`src/rtl/cpu_pkg.sv`:
```
// Shared CPU-side definitions: memory map constants and the DRAM arbiter state type.
package cpu_pkg;

  typedef enum logic [1:0] {
    IDLE,
    GRANT,
    ACK
  } arb_state_t;

  localparam logic [31:0] DRAM_BASE    = 32'h0000_4000;
  localparam logic [31:0] IO_BASE      = 32'hFFFF_F000;
  localparam int          DRAM_ADDR_W  = 14;
  localparam int          ARB_MAX_WAIT = 8;

endpackage

```
`src/rtl/arb_starve_cnt.sv`:
```
// Saturating starvation counter: counts cycles a DMA request is blocked by the CPU.
module arb_starve_cnt
  import cpu_pkg::*;
#(
  parameter int MAX = ARB_MAX_WAIT,
  parameter int W   = $clog2(MAX + 1)
) (
  input  logic clk_i,
  input  logic rst_n,
  input  logic inc_i,
  input  logic clr_i,
  output logic sat_o
);

  logic [W-1:0] cnt_q;
  logic [W-1:0] cnt_d;

  assign sat_o = (cnt_q == W'(MAX));

  // Clear wins over increment so the grant cycle always restarts the count from zero.
  always_comb begin
    cnt_d = cnt_q;
    if (clr_i) begin
      cnt_d = '0;
    end else if (inc_i && !sat_o) begin
      cnt_d = cnt_q + 1'b1;
    end
  end

  always_ff @(posedge clk_i or negedge rst_n) begin
    if (!rst_n) begin
      cnt_q <= '0;
    end else begin
      cnt_q <= cnt_d;
    end
  end

endmodule

```
`src/rtl/dram_arbiter.sv`:
```
// Shares the single DRAM port between the CPU data path and a DMA master.
// CPU has priority; a starved DMA request steals one cycle and stalls the CPU.
module dram_arbiter #(
  parameter logic [31:0] DRAM_BASE = cpu_pkg::DRAM_BASE,
  parameter int          ADDR_W    = cpu_pkg::DRAM_ADDR_W,
  parameter int          MAX_WAIT  = cpu_pkg::ARB_MAX_WAIT
) (
  input  logic              clk_i,
  input  logic              rst_n,
  input  logic              cpu_mem,
  input  logic              cpu_we,
  input  logic [31:0]       cpu_addr,
  input  logic [31:0]       cpu_wdata,
  output logic [31:0]       cpu_rdata,
  output logic              cpu_stall,
  input  logic              dma_req,
  input  logic              dma_we,
  input  logic [31:0]       dma_addr,
  input  logic [31:0]       dma_wdata,
  output logic [31:0]       dma_rdata,
  output logic              dma_ack,
  output logic [ADDR_W-1:0] ram_a,
  output logic              ram_we,
  output logic [31:0]       ram_d,
  input  logic [31:0]       ram_spo
);

  localparam logic [31:0] WIN_SIZE = 32'd1 << (ADDR_W + 2);
  localparam logic [19:0] IO_PAGE  = cpu_pkg::IO_BASE[31:12];

  cpu_pkg::arb_state_t state_q;
  logic                dma_ack_q;
  logic [31:0]         dma_rdata_q;

  logic [31:0] cpu_off;
  logic [31:0] dma_off;
  logic        cpu_win;
  logic        dma_win;
  logic        dma_own;
  logic        starve_sat;
  logic        go_grant;

  assign cpu_off = cpu_addr - DRAM_BASE;
  assign dma_off = dma_addr - DRAM_BASE;

  // The MMIO page is excluded explicitly so a relocated window can never alias it.
  assign cpu_win = (cpu_addr >= DRAM_BASE) && (cpu_off < WIN_SIZE) && (cpu_addr[31:12] != IO_PAGE);
  assign dma_win = (dma_addr >= DRAM_BASE) && (dma_off < WIN_SIZE) && (dma_addr[31:12] != IO_PAGE);

  assign dma_own  = (state_q == cpu_pkg::GRANT);
  assign go_grant = (state_q == cpu_pkg::IDLE) && dma_req && (!cpu_mem || starve_sat);

  arb_starve_cnt #(
    .MAX (MAX_WAIT)
  ) u_starve (
    .clk_i (clk_i),
    .rst_n (rst_n),
    .inc_i ((state_q == cpu_pkg::IDLE) && dma_req && cpu_mem),
    .clr_i (go_grant),
    .sat_o (starve_sat)
  );

  always_ff @(posedge clk_i or negedge rst_n) begin
    if (!rst_n) begin
      state_q     <= cpu_pkg::IDLE;
      dma_ack_q   <= 1'b0;
      dma_rdata_q <= '0;
    end else begin
      case (state_q)
        cpu_pkg::IDLE: begin
          if (go_grant) begin
            state_q <= cpu_pkg::GRANT;
          end
        end
        cpu_pkg::GRANT: begin
          state_q     <= cpu_pkg::ACK;
          dma_ack_q   <= 1'b1;
          dma_rdata_q <= dma_win ? ram_spo : '0;
        end
        cpu_pkg::ACK: begin
          state_q   <= cpu_pkg::IDLE;
          dma_ack_q <= 1'b0;
        end
        default: begin
          state_q   <= cpu_pkg::IDLE;
          dma_ack_q <= 1'b0;
        end
      endcase
    end
  end

  // Port mux is combinational because the DRAM read path is asynchronous.
  always_comb begin
    ram_a     = dma_own ? dma_off[ADDR_W+1:2] : cpu_off[ADDR_W+1:2];
    ram_d     = dma_own ? dma_wdata : cpu_wdata;
    ram_we    = rst_n && (dma_own ? (dma_we && dma_win) : (cpu_mem && cpu_we && cpu_win));
    cpu_stall = dma_own && cpu_mem;
    cpu_rdata = (!dma_own && cpu_win) ? ram_spo : '0;
  end

  assign dma_ack   = dma_ack_q;
  assign dma_rdata = dma_rdata_q;

endmodule

```
`config.mk`:
```
export PLATFORM = sky130hd
export DESIGN_NAME = dram_arbiter
export DESIGN_NICKNAME = d
export VERILOG_FILES = /design/src/rtl/cpu_pkg.sv /design/src/rtl/arb_starve_cnt.sv /design/src/rtl/dram_arbiter.sv
export SDC_FILE = /design/constraint.sdc
export NUM_CORES = 1
export LEC_CHECK = 0
export ABC_AREA = 1
export ABC_CLOCK_PERIOD_IN_PS = 1700
export CORE_AREA = 2 2 108 110
export CTS_CLUSTER_DIAMETER = 120
export DETAILED_ROUTE_END_ITERATION = 10
export DIE_AREA = 0 0 110 112
export PLACE_DENSITY = 0.75
export SLEW_MARGIN = 10
export SYNTH_ARGS = -nofsm -noshare
export SYNTH_HDL_FRONTEND = slang
export SYNTH_HIERARCHICAL = 1
export SYNTH_SLANG_ARGS = --single-unit
export TNS_END_PERCENT = 10
```
`constraint.sdc`:
```
create_clock -name clk_i -period 1.7 [get_ports clk_i]
set_input_delay 0.17 -clock clk_i [delete_from_list [all_inputs] [get_ports clk_i]]
set_output_delay 0.17 -clock clk_i [all_outputs]
set_load 0.01 [all_outputs]
```
Word level (Yosys, flattened, before mapping) --
Index checks and enable logic that the tools add are counted.
Storage, ports and cells: ROM bits 0, bits in latches 0, output and inout bits 113, bits in registers 39, input bits 166, word-level logic and storage cells 46, RAM bits 0, memories 0
Operators by class: reduce and logical (&&, ||, !) cells 20, add/subtract/negate cells 3, multiply operators 0, order comparisons 4, bitwise operators 0, multiplexer cells 10, div/mod/pow operators 0, equal/unequal tests 5, shift operators 0
Operators with widths (number):
- two-way mux 32 bit | 3
- greater-or-equal comparator 32 x 15 -> 1 bit (second input constant) | 2
- less-than comparator 32 x 17 -> 1 bit (second input constant) | 2
- subtractor 32 x 15 -> 32 bit (second input constant) | 2
- inequality test 20 bit (second input constant) | 2
- logical AND 1 bit | 14
- two-way mux 14 bit | 1
- two-way mux 4 bit | 2
- adder 4 x 1 -> 4 bit (second input constant) | 1
- == test 4 bit (second input constant) | 1
- case mux 2 bit (2 select lines) | 1
- zero test 1 bit | 3
- == test 2 x 1 -> 1 bit (second input constant) | 1
- zero test 2 bit | 1
- two-way mux 2 bit | 1
- inequality test 2 bit (second input constant) | 1
- case mux 1 bit (2 select lines) | 1
- nonzero test 2 bit | 1
- logical OR 1 bit | 1
- two-way mux 1 bit | 1

Depth between registers and ports, before layout --
depth after elaboration 7, gate-level depth with buffers 13, mapped depth without buffers 12

By module --
The synthesis kept the hierarchy.
Modules (own cells, without submodules):
- dram_arbiter | cells an instance 586, times used 1, area each 3284.4 um2, seq. area each 875.8 um2
- arb_starve_cnt | cells an instance 29, times used 1, area each 229.0 um2, seq. area each 100.1 um2

Worst setup path after synthesis --
No wires, ideal clock.
path kind in2out, start in cpu_addr[14], end out cpu_rdata[10], path buffers 1, cell stages on the path 13, data required time 1530 ps, arrival time 1525 ps, slack 5 ps, cells stage by stage inv_1 ha_1 inv_1 nor3_1 nand2_1 nand2_1 nand2_1 nor2_1 nand3_1 nor2_1 nand3_1 buf_2 nor2_1
On the way: longest elaborated chain between the ends 6, elaborated cells between the ends (all ways) 8, classes of those cells 1 x add/sub; 2 x order compare; 1 x eq/ne; 1 x mux; 3 x reduce/logical
Ends and longest elaborated chain:
- start: declaration | line dram_arbiter.sv:12 | input logic [31:0] cpu_addr,
- subtractor 32 x 15 -> 32 bit | line dram_arbiter.sv:43 | assign cpu_off = cpu_addr - DRAM_BASE;
- less-than comparator 32 x 17 -> 1 bit | line dram_arbiter.sv:47 | assign cpu_win = (cpu_addr >= DRAM_BASE) && (cpu_off < WIN_SIZE) && (cpu_addr[31:12] != IO_PAGE);
- logical AND 1 bit | line dram_arbiter.sv:47
- logical AND 1 bit * | line dram_arbiter.sv:47
- logical AND 1 bit * | line dram_arbiter.sv:98 | cpu_rdata = (!dma_own && cpu_win) ? ram_spo : '0;
- two-way mux 32 bit * | line dram_arbiter.sv:98
- end: declaration | line dram_arbiter.sv:14 | output logic [31:0] cpu_rdata,
Mark *: on every way between the ends. The rest lies on a longest branch, timed or not.

Final worst setup path --
start in cpu_addr[19], end out cpu_rdata[4]
Same word-level chain as after synthesis.

==> metrics.txt <==
status complete, but fails checks; failing checks setup timing; CTS root buf clkbuf_16; dominant cells by area after synthesis nand2_1, dfrtp_1, nor2_1, inv_1, o21ai_2; DIE AREA 12300 µm²; Initial Utilization 31.4%; EDFF count, synth 0; VDD IR-drop max 0.000455 V; top post-synthesis cells by count nand2_1, nor2_1, inv_1; global-route wire length before repair 23500 µm; Final Slew Violations 0; First-pass DRT Iterations 5; CTS Hold Bufs 0; area delta synth->final 109%; gr usage total 24.0%; H-tree levels 2; R2R cell count 9; Fin Clk Skew 0.00425 ns; nets@finish 1116; vias per cell 4.50; Mean Syn Cell Area 5.71 µm²; Buf/Inv on CP 4; CTS Buffer Depth 2; diode count 0; antenna violations before repair 0; max cap viols 0; Routed Antenna Nets 0; Num Clock Sinks 39; Critical Path End Type output port; CP Depth 13; RSZ-0062 raised after global routing true; crit-path leading delay family simple AND/OR/NAND/NOR gates; Mapped Nets 786; pwr dens 438 nW/µm²; worst setup margin -0.684 ns; largest net degree at the start of global routing 60; CTS tree built; Gate Count Post-Synth 615; #FFs+latches synth 39; Tot Pwr 3.22 mW; area fraction of the dominant cell type after synthesis 29.5%; Filler cells 1012; TritonCTS buffer count 5; count leader, synth nand2_1; clock latency on the worst-skew pair 0.28 ns; total number of vias 4905; post-layout min period 2.38 ns; Remaining Overflow, GRT 0; routed length per instance 13.9 µm; clock-pin transition on the worst setup and hold timing paths 0.06 ns; Setup-failing EPs final 110; Final Hold Vio Count 0; Post-DP Area 6840 µm²; share of cells above drive strength 1 23.9%; Final TNS setup -36.42 ns; Post-Syn Area 3510 µm²; count of cell types in the netlist 28; vias in the first global route 4851; Port Buffers 276; Leak 3.58 nW; Final period util 140%; crit path launch type input port; die extent in y 112 µm; Die X 110 µm; drt total wl 15100 µm; crit path max-delay cell type clkdlybuf4s50_1; hold crit path type input port to async pin; max frequency 419 MHz; Initial DRC Count 279; slew margin rel. 67.1%; FFs w/ async S/R, synth 100%; Row Count 39; final RePlAce weighted congestion 0.918; Core Box Area 11200 µm²; Worst EP arrival 2.21 ns; sequential area share after synthesis 27.8%; CP dominant cell by count nor2_4; Synth warnings 6; CP Cell Sequence clkdlybuf4s50_1 -> nor2_4 -> nand2_2 -> nor2_4 -> nand2_1 -> nand2_1 -> nand4_1 -> nor2_4 -> nand3_4 -> buf_16 -> buf_12 -> nor2_4 -> buf_6; Main synth FF type dfrtp_1; DRC 0; crit-path max FO 7; WS Path Type input port to output port; placed wire-length estimate 11700 µm; Worst EP required 1.53 ns; Ports 279; largest area contributor in the netlist nand2_1; Worst path max stage delay 0.46 ns; Worst Tran Pin Value 0.494 ns; Final Cell Area 7360 µm²
[logic make-up after synthesis]
kind of cell	share of synthesized area [%]
AOI/OAI and AO/OA	10.1
xor gates and xnor gates	0.748
adders and majority gates	1.78
buffers and inverters	11.3
DFF	27.8
muxes	0.285
and+or+nand+nor	47.9
[power by group]
part	total, mW	switching, mW	internal (mW)
Clock	0.905	0.365	0.540
Sequential	0.984	0.0265	0.957
Combinational	1.34	0.595	0.741
Total	3.22	0.987	2.24
[metal layers]
layer / GRT usage [%] / routed length [µm] / up-vias
met2: 42.7 / 7670 / 189
met3: 3.98 / 950 / 22
met1: 29.2 / 6190 / 2161
met5: 0 / 0 / -
li1: - / - / 2533
met4: 7.17 / 339 / 0
[area by class of cell]
cell class                      count  area, µm²  share of cell area (%)
Timing Repair Buffer              346       3370                    45.8
Clock buffer                        5        125                    1.70
Multi-Input combinational cell    477       2400                    32.6
Sequential cell                    39        976                    13.3
Tap cell                          143        179                    2.43
Inverter                           76        288                    3.91
Clock inverter                      3       20.0                   0.272
[metrics by stage]
stage | utilization (%) | std cells | setup WS [ns] | hold WS, ns
floorplan | - | 615 | 0.00511 | -0.126
finish | 65.8 | 1089 | -0.684 | 0.0128
detailed placement | 61.2 | 1069 | -1.07 | 0.339
CTS | 64.4 | 1088 | -0.687 | 0.0382
global placement | 61.2 | 1069 | -1.01 | 0.342
global route | 65.8 | 1089 | -0.820 | 0.0595
[cells in the final DEF, fill, tap and decap left out, types with 2 or more instances in the layout]
master | Yosys | routed
nor3_1 | 5 | 4
clkinvlp_4 | 0 | 2
nand2_2 | 1 | 4
inv_2 | 1 | 4
buf_4 | 0 | 52
nor2_4 | 1 | 19
o21ai_0 | 12 | 8
nand3_1 | 18 | 16
clkdlybuf4s50_1 | 0 | 210
nor2_1 | 96 | 56
clkdlybuf4s15_2 | 0 | 14
buf_16 | 0 | 3
o21ai_2 | 30 | 31
nand4_1 | 10 | 10
nand3b_1 | 3 | 3
nand3_2 | 2 | 2
buf_12 | 0 | 5
nand2_1 | 276 | 272
o21ai_1 | 1 | 4
dfrtp_1 | 39 | 39
buf_2 | 3 | 22
buf_6 | 3 | 20
inv_1 | 75 | 71
clkbuf_2 | 0 | 3
clkbuf_16 | 0 | 6
dlymetal6s2s_1 | 0 | 3
dlygate4sd2_1 | 0 | 11
ha_1 | 5 | 3
a21oi_1 | 3 | 3
nor2_2 | 7 | 29
nand3_4 | 0 | 2
[path summary, 6_finish.rpt]
path	start	to	slack (ns)
max	cpu_addr[19]	cpu_rdata[4]	-0.68
min	rst_n	dma_rdata[21]	0.01
max reg2reg	u_starve/cnt_q[0]	u_starve/cnt_q[0]	0.16
min reg2reg	dma_rdata[12]	dma_rdata[12]	0.48
max in group asynchronous	rst_n	dma_rdata[13]	1.35
min in group clk_i	dma_req	state_q[0]	0.47
[repair_timing]
action | CTS | global route
pin swaps | 10 | 12
gates cloned | 2 | 1
endpoints found under the hold margin | 0 | 0
gates resized for setup | 251 | 53
setup buffers | 9 | 0
endpoints found under the setup margin | 112 | 112
[flip-flops by register name, summed over array words and instances (netlist names)]
register        cells
dma_rdata          32
u_starve/cnt_q      4
dma_ack             1
state_q             2
(Power assumes the default switching activity.)
